<file path="config.mk">
export PLATFORM = sky130hd
export DESIGN_NAME = dbg_trace_drain
export DESIGN_NICKNAME = d
export VERILOG_FILES = /design/src/rtl/dbg_trace_drain.sv
export SDC_FILE = /design/constraint.sdc
export NUM_CORES = 1
export LEC_CHECK = 0
export CORE_ASPECT_RATIO = 0.5
export CORE_MARGIN = 1
export CORE_UTILIZATION = 35
export CTS_BUF_LIST = sky130_fd_sc_hd__clkbuf_16
export DETAILED_ROUTE_END_ITERATION = 8
export PLACE_DENSITY = 0.48
export SYNTH_ARGS = -nofsm -noshare
export SYNTH_HDL_FRONTEND = slang
export SYNTH_SLANG_ARGS = --single-unit
</file>
<file path="constraint.sdc">
create_clock -name clk -period 26.2 [get_ports clk]
set_clock_uncertainty 0.2 [all_clocks]
set_input_delay 5.24 -clock clk [delete_from_list [all_inputs] [get_ports clk]]
set_output_delay 5.24 -clock clk [all_outputs]
set_load 0.01 [all_outputs]
</file>
<file path="src/rtl/dbg_trace_drain.sv">
// Retire-record trace drain: buffers one debug record per retired instruction
// and serializes each one into a tagged stream of 32-bit words over valid/ready.
module dbg_trace_drain #(
    parameter int DEPTH  = 8,
    parameter int DROP_W = 16
) (
    input  logic                       clk,
    input  logic                       reset,
    input  logic                       trace_en,
    input  logic                       in_valid,
    input  logic [31:0]                in_pc,
    input  logic [6:0]                 in_op,
    input  logic [4:0]                 in_rs1,
    input  logic [4:0]                 in_rs2,
    input  logic [4:0]                 in_rd,
    input  logic [31:0]                in_result,
    input  logic                       in_regwrite,
    input  logic                       in_memtoreg,
    input  logic                       in_dmem_we,
    input  logic [31:0]                in_dmem_addr,
    input  logic [31:0]                in_dmem_wd,
    input  logic [31:0]                in_dmem_rd,
    output logic                       out_valid,
    input  logic                       out_ready,
    output logic [31:0]                out_word,
    output logic                       out_last,
    output logic [$clog2(DEPTH):0]     fifo_count,
    output logic [DROP_W-1:0]          drop_count,
    output logic                       overflow
);

    localparam int AW = $clog2(DEPTH);
    localparam int CW = AW + 1;
    localparam logic [6:0] SYNC = 7'h52;

    typedef struct packed {
        logic [31:0] hdr;
        logic [31:0] pc;
        logic [31:0] result;
        logic [31:0] addr;
        logic [31:0] data;
        logic        long_rec;
    } rec_t;

    typedef enum logic {IDLE, SEND} state_t;

    rec_t          mem [DEPTH];
    rec_t          in_rec;
    rec_t          head;
    logic [AW-1:0] wr_ptr;
    logic [AW-1:0] rd_ptr;
    logic [CW-1:0] count;
    logic [CW-1:0] remaining;
    state_t        state, state_nxt;
    logic [2:0]    idx, idx_nxt;
    logic          push_req, push_ok, fire, last_word, pop;

    // The W4 payload is resolved at capture time so only one data word is stored.
    assign in_rec.hdr      = {SYNC, in_op, in_rs1, in_rs2, in_rd,
                              in_regwrite, in_memtoreg, in_dmem_we};
    assign in_rec.pc       = in_pc;
    assign in_rec.result   = in_result;
    assign in_rec.addr     = in_dmem_addr;
    assign in_rec.data     = in_dmem_we ? in_dmem_wd : in_dmem_rd;
    assign in_rec.long_rec = in_dmem_we | in_memtoreg;

    // Space is judged on the registered count, so a same-cycle pop never frees room.
    assign push_req  = in_valid && trace_en;
    assign push_ok   = push_req && (count < CW'(DEPTH));
    assign head      = mem[rd_ptr];
    assign last_word = head.long_rec ? (idx == 3'd4) : (idx == 3'd2);
    assign fire      = out_valid && out_ready;
    assign pop       = fire && last_word;
    assign remaining = count - CW'(1) + CW'(push_ok);

    assign fifo_count = count;

    // NOTE: every always_comb output gets a default first so no latch is inferred.
    always_comb begin
        state_nxt = state;
        idx_nxt   = idx;
        out_valid = 1'b0;
        out_word  = '0;
        out_last  = 1'b0;
        case (state)
            IDLE: begin
                if (count != '0 || push_ok) begin
                    state_nxt = SEND;
                    idx_nxt   = '0;
                end
            end
            SEND: begin
                out_valid = 1'b1;
                out_last  = last_word;
                case (idx)
                    3'd0:    out_word = head.hdr;
                    3'd1:    out_word = head.pc;
                    3'd2:    out_word = head.result;
                    3'd3:    out_word = head.addr;
                    default: out_word = head.data;
                endcase
                if (fire) begin
                    if (last_word) begin
                        idx_nxt = '0;
                        if (remaining == '0)
                            state_nxt = IDLE;
                    end else begin
                        idx_nxt = idx + 3'd1;
                    end
                end
            end
            default: state_nxt = IDLE;
        endcase
    end

    // NOTE: non-blocking assignments for all state so every flop samples pre-edge values.
    always_ff @(posedge clk) begin
        if (reset) begin
            state      <= IDLE;
            idx        <= '0;
            wr_ptr     <= '0;
            rd_ptr     <= '0;
            count      <= '0;
            drop_count <= '0;
            overflow   <= 1'b0;
        end else begin
            state  <= state_nxt;
            idx    <= idx_nxt;
            count  <= count + CW'(push_ok) - CW'(pop);
            if (push_ok)
                wr_ptr <= wr_ptr + AW'(1);
            if (pop)
                rd_ptr <= rd_ptr + AW'(1);
            if (push_req && !push_ok) begin
                overflow <= 1'b1;
                if (drop_count != '1)
                    drop_count <= drop_count + DROP_W'(1);
            end
        end
    end

    // NOTE: record storage is not reset; pointers and count alone define which entries are live.
    always_ff @(posedge clk) begin
        if (push_ok)
            mem[wr_ptr] <= in_rec;
    end

endmodule
</file>
Word level (Yosys, flattened, before mapping)
Memory sizes are Yosys's and may differ from the RTL's. A register that Yosys moved wholly into a read port is not among the register bits. Index checks and enable logic that the tools add are counted.

Memories: 1. Memory bits (writable): 1232. Output and inout bits: 55. Register bits after elaboration: 31. Logic and storage cells: 57. Input port bits: 190.

Muxes and demuxes: 19. Reductions and logical operators: 12. Bitwise gates (word level): 2. Equality and inequality tests: 7. Order comparisons: 1. $add $sub $neg: 8.

Memories: mem (words 8, bits a word 154, read ports 1, clocked after Yosys merged registers in 1, wr ports 1, line 47) `rec_t mem [DEPTH];`.

Operator list (number): 32-bit one-hot mux with 4 select lines (1); 32-bit two-way mux (2); 16-bit by 1-bit adder with 16-bit output (second input constant) (1); 16-bit != test (second input constant) (1); 3-bit two-way mux (5); 3-bit by 1-bit adder with 3-bit output (second input constant) (3); 1-bit two-way mux (9); 4-bit by 1-bit adder with 4-bit output (2); 3-bit by 2-bit equality test with 1-bit output (second input constant) (2); 3-bit one-hot mux with 2 select lines (1); 1-bit logical AND (5); 4-bit logical NOT (1); 4-bit less-than comparator (second input constant) (1); 2-bit AND reduction (2); 4-bit nonzero test (1); 4-bit by 1-bit subtractor with 4-bit output (1); 4-bit by 1-bit subtractor with 4-bit output (second input constant) (1); 3-bit by 1-bit equality test with 1-bit output (second input constant) (1); 3-bit equality test (second input constant) (1); 3-bit logical NOT (1); 2-bit by 1-bit != test with 1-bit output (second input constant) (1); 2-bit != test (second input constant) (1); 1-bit one-hot mux with 2 select lines (1); 1-bit logical NOT (1); 3 further kinds (3).

Depth between registers and ports, before layout
Depth in word-level cells: 8. Gate-level depth with buffers: 11. Gate-level depth less buffers: 11.

Worst setup path before layout
No wires, ideal clock.

Path type: input to register. Start: input trace_en. End: memory mem[2][0] in the netlist's numbering (enable). Path slack: 3310 ps. Data required time: 24902 ps. Library setup time: 1098 ps. Stages: 4. Buffers on the path: 1. Arrival: 21592 ps. Cell sequence: and3b_1 -> clkbuf_1 -> clkinv_1 -> nor4b_1.

Longest elaborated chain between the ends: 4.

RTL lines: start, declared (line 9) `input logic trace_en,`; 1-bit logical AND (line 68) `assign push_req = in_valid && trace_en;`; 1-bit logical AND (line 69) `assign push_ok = push_req && (count < CW'(DEPTH));`; 1-bit two-way mux (line 144) `if (push_ok)`; 1-bit two-way mux (not written as such) (line 145) `mem[wr_ptr] <= in_rec;`; end, declared (line 47).

Every way passes these cells.

==> results.md <==
* Status: finished, violations left
* Failing checks: DRC
* Final hold violation count at 0
* Detailed placement HPWL at 71.1 mm
* Worst IR Drop VDD at 0.0000485 V
* Instance count of the mapped netlist at 2311
* Met2 Routed Length at 59.7 mm
* Number of global-route vias before repair at 24700
* Post-placement cell count at 4334
* Post-layout minimum cycle time at 11.29 ns
* Sequential cell area fraction in the yosys report at 76.7%
* Die area at 142000 µm²
* Static leakage at 17.2 nW
* Post-Route M1 WL at 59.3 mm
* Measured slew at the worst slew-check pin at 1.12 ns
* Depth of the worst hold-timing path at 2
* H-tree depth reported by CTS at 3
* Aggregate negative setup slack at 0 ns
* Post-CTS Hold Fix Bufs at 0
* Area growth syn-to-layout at 17.1%
* Top-Level Pins at 245
* Number of buffers and inverters on the critical path at 4
* Non-filler cells, final at 4556
* Achievable Freq at 88.6 MHz
* CTS Buf Count at 115
* Number of cell instances on the worst register-to-register path at 10
* Count of port buffers added during placement at 244
* Synth Register Bits at 1266
* Power per cell area at 75.0 nW/µm²
* Average vias per placed instance at 5.24
* Crit start category: flip-flop
* Number of sinks handled by clock tree synthesis at 1266
* Final-stage net count at 2795
* Highest metal layer with signal wires: met5
* Data required, critical path at 20.76 ns
* RSZ-0062 raised after global routing: false
* Crit path top cell by count: buf_4
* Number of enable-type register cells in the synthesized netlist at 1232
* Levels on crit path at 8
* Starting density of the core at 35.5%
* Net count after synthesis at 2517
* Most frequently used flop master after synthesis: edfxtp_1
* Clock Latency Late Sink at 0.73 ns
* Critical path's largest stage delay at 0.81 ns
* Root buf cell: clkbuf_16
* Number of warnings reported in the yosys synthesis log at 0
* Max Fanout on Critical Path at 45
* Number of rows in the core area at 96
* Total congestion overflow after global routing at 0
* Nature of the critical path endpoint: output pin
* Die height at 267 µm
* Largest net degree at the start of global routing at 112
* Post-cts repair resize count at 0
* Tightest Hold Check Type: reg2reg
* Routed WL at 127 mm
* X dimension of the die at 532 µm
* Global-route wire length before repair at 181 mm
* Max-capacitance violation count at 0
* Cell family with the largest share of critical-path delay: buffers and inverters
* First-pass iteration count of the detailed router at 8
* Final Wtd Congestion at 0.731
* Overall Global Routing Usage at 17.9%
* Routed wirelength normalized by instance count at 27.9 µm
* Post-synthesis instance area at 49100 µm²
* Start-to-end type of the worst setup path: reg2out
* Remaining design rule violation count at 36
* Critical path, cell by cell: buf_4, buf_4, buf_4, nand3b_2, o22ai_1, nor2_1, a41oi_1, clkdlybuf4s50_1
* Post-synth cell types at 66
* Fraction of registers with async set or reset after synthesis at 0%
* Pins Over Slew Limit at 0
* Placeable core region at 138000 µm²
* TritonCTS clock tree: done
* Final critical-path share of the clock period at 43.1%
* 1st-iter DRT viols at 2154
* Reg clk slew, reported paths at 0.07 ns
* Number of antenna violations at the first check in global routing at 9
* Metal3 WL at 5.66 mm
* Post-CTS Setup Inserts at 0
* Cell at the slowest stage of the critical path: buf_4
* Avg Inst Size Synth at 21.3 µm²
* Antenna Nets Post-Route at 0
* Fraction of final layout cells with drive strength greater than 1 at 20.9%
* Number of endpoints failing setup at the final stage at 0
* Via count at 23900
* Crit path DAT at 5.85 ns
* Slew Limit Headroom at 25.4%
* Maximum clock path buffer count at 3
* Number of fill cells in the layout at 12100
placed cells by master, fill, tap and decap left out, types with 5 or more instances in the layout:
cell,count
nand2b_1,6
mux4_2,250
nand3_1,8
a22o_1,34
a221oi_1,9
a21oi_1,32
edfxtp_1,1232
or4_1,5
nor2_1,40
bufinv_16,13
nor4_1,8
mux2i_1,127
dfxtp_1,30
buf_12,8
nand2_1,43
buf_4,40
o22ai_1,54
ha_1,15
nand4_1,7
o21ai_0,31
clkdlybuf4s50_1,243
clkbuf_16,119
a22oi_1,19
inv_1,39
a41oi_1,11
a211oi_1,16
nor2b_1,12
mux2_2,74
clkinv_1,30
a31oi_1,19
clkinv_2,20
logic make-up (layout without fill, tap and decap cells):
logic type	after synthesis	count (layout)	synth area share (%)
AO/OA/AOI/OAI	247	247	3.45
XOR/XNOR	7	7	0.125
adder cells (fa/ha/maj)	16	16	0.423
buffers and inverters	141	521	1.51
flip-flops	1266	1266	76.7
multiplexers	454	454	15.8
other	0	3	0
AND/OR/NAND/NOR	180	180	2.01
registers in the layout, summed over array words and instances (netlist names), named ones only:
register and flops:
idx 3, state 1, fifo_count 4, mem 1232
overflow 1, drop_count 16, wr_ptr 3, rd_ptr 3
synth_stat cells (all sizes together) (3+ instances only):
cell	number	area, µm²
a211oi	16	120
buf	79	508
ha	15	188
nand4	7	43.8
and3	4	25.0
nand3	8	40.0
mux2i	127	1270
nor3	7	35.0
inv	9	33.8
o22ai	54	338
and3b	4	35.0
mux4	250	5630
nor4	9	56.3
a221oi	9	78.8
edfxtp	1232	37000
dfxtp	34	681
a21boi	4	30.0
nor3b	5	42.5
a21oi	32	160
a22oi	19	143
a22o	34	298
o21ai	31	155
mux2	77	871
or4	5	37.5
nand2	43	161
nand3b	4	37.5
nand2b	6	37.5
and4	4	35.0
nor2b	13	81.3
a41oi	11	96.3
or2	4	25.0
clkbuf	52	195
a31oi	19	119
nor2	42	158
xor2	3	26.3
xnor2	4	35.0
routing by layer:
metal	GRT usage, %	vias up
li1	-	10300
met1	25.5	12900
met2	28.7	454
met3	3.10	168
met4	3.91	12
met5	0	-
tightest hold or removal path: stages (launching register included):
cell and delay (ns):
dfxtp_1 0.33, nor2_1 0.05, nor2_1 0.07
stage by stage:
step | power [mW] | area [µm²] | util, % | setup slack, ns | hold slack (ns)
floorplan | 2.50 | 49100 | - | 3.31 | 0.280
global placement | 2.67 | 53800 | 38.9 | 15.42 | 0.253
detailed placement | 2.67 | 53800 | 38.9 | 15.44 | 0.275
CTS | 4.37 | 57500 | 41.6 | 14.64 | 0.294
global route | 4.46 | 57500 | 41.6 | 14.30 | 0.313
finish | 4.32 | 57500 | 41.6 | 14.91 | 0.277
power by group:
| group | switching (mW) | total (mW) | internal, mW |
|---|---|---|---|
| Combinational | 0.198 | 0.321 | 0.123 |
| Sequential | 0.0135 | 2.30 | 2.28 |
| Clock | 0.751 | 1.70 | 0.949 |
| Total | 0.963 | 4.32 | 3.35 |
final timing paths:
path / slack, ns / endpoint / start
max: 14.91 / out_word[1] / flip-flop
min: 0.28 / overflow / overflow
max reg2reg: 21.29 / fifo_count[3] / flip-flop
min reg2reg: 0.28 / overflow / overflow
area by class of cell:
type                    count  area [µm²]  share of cell area [%]
diodes                      3        7.51                  0.0130
clock buffers             119        2980                    5.18
clock inverters           100         800                    1.39
inverters                  10        37.5                  0.0652
multi-input cells         904       10800                    18.8
flip-flops and latches   1266       37700                    65.5
well taps                1862        2330                    4.05
repair buffers            292        2900                    5.04
Power figures use the tool's default switching activity.
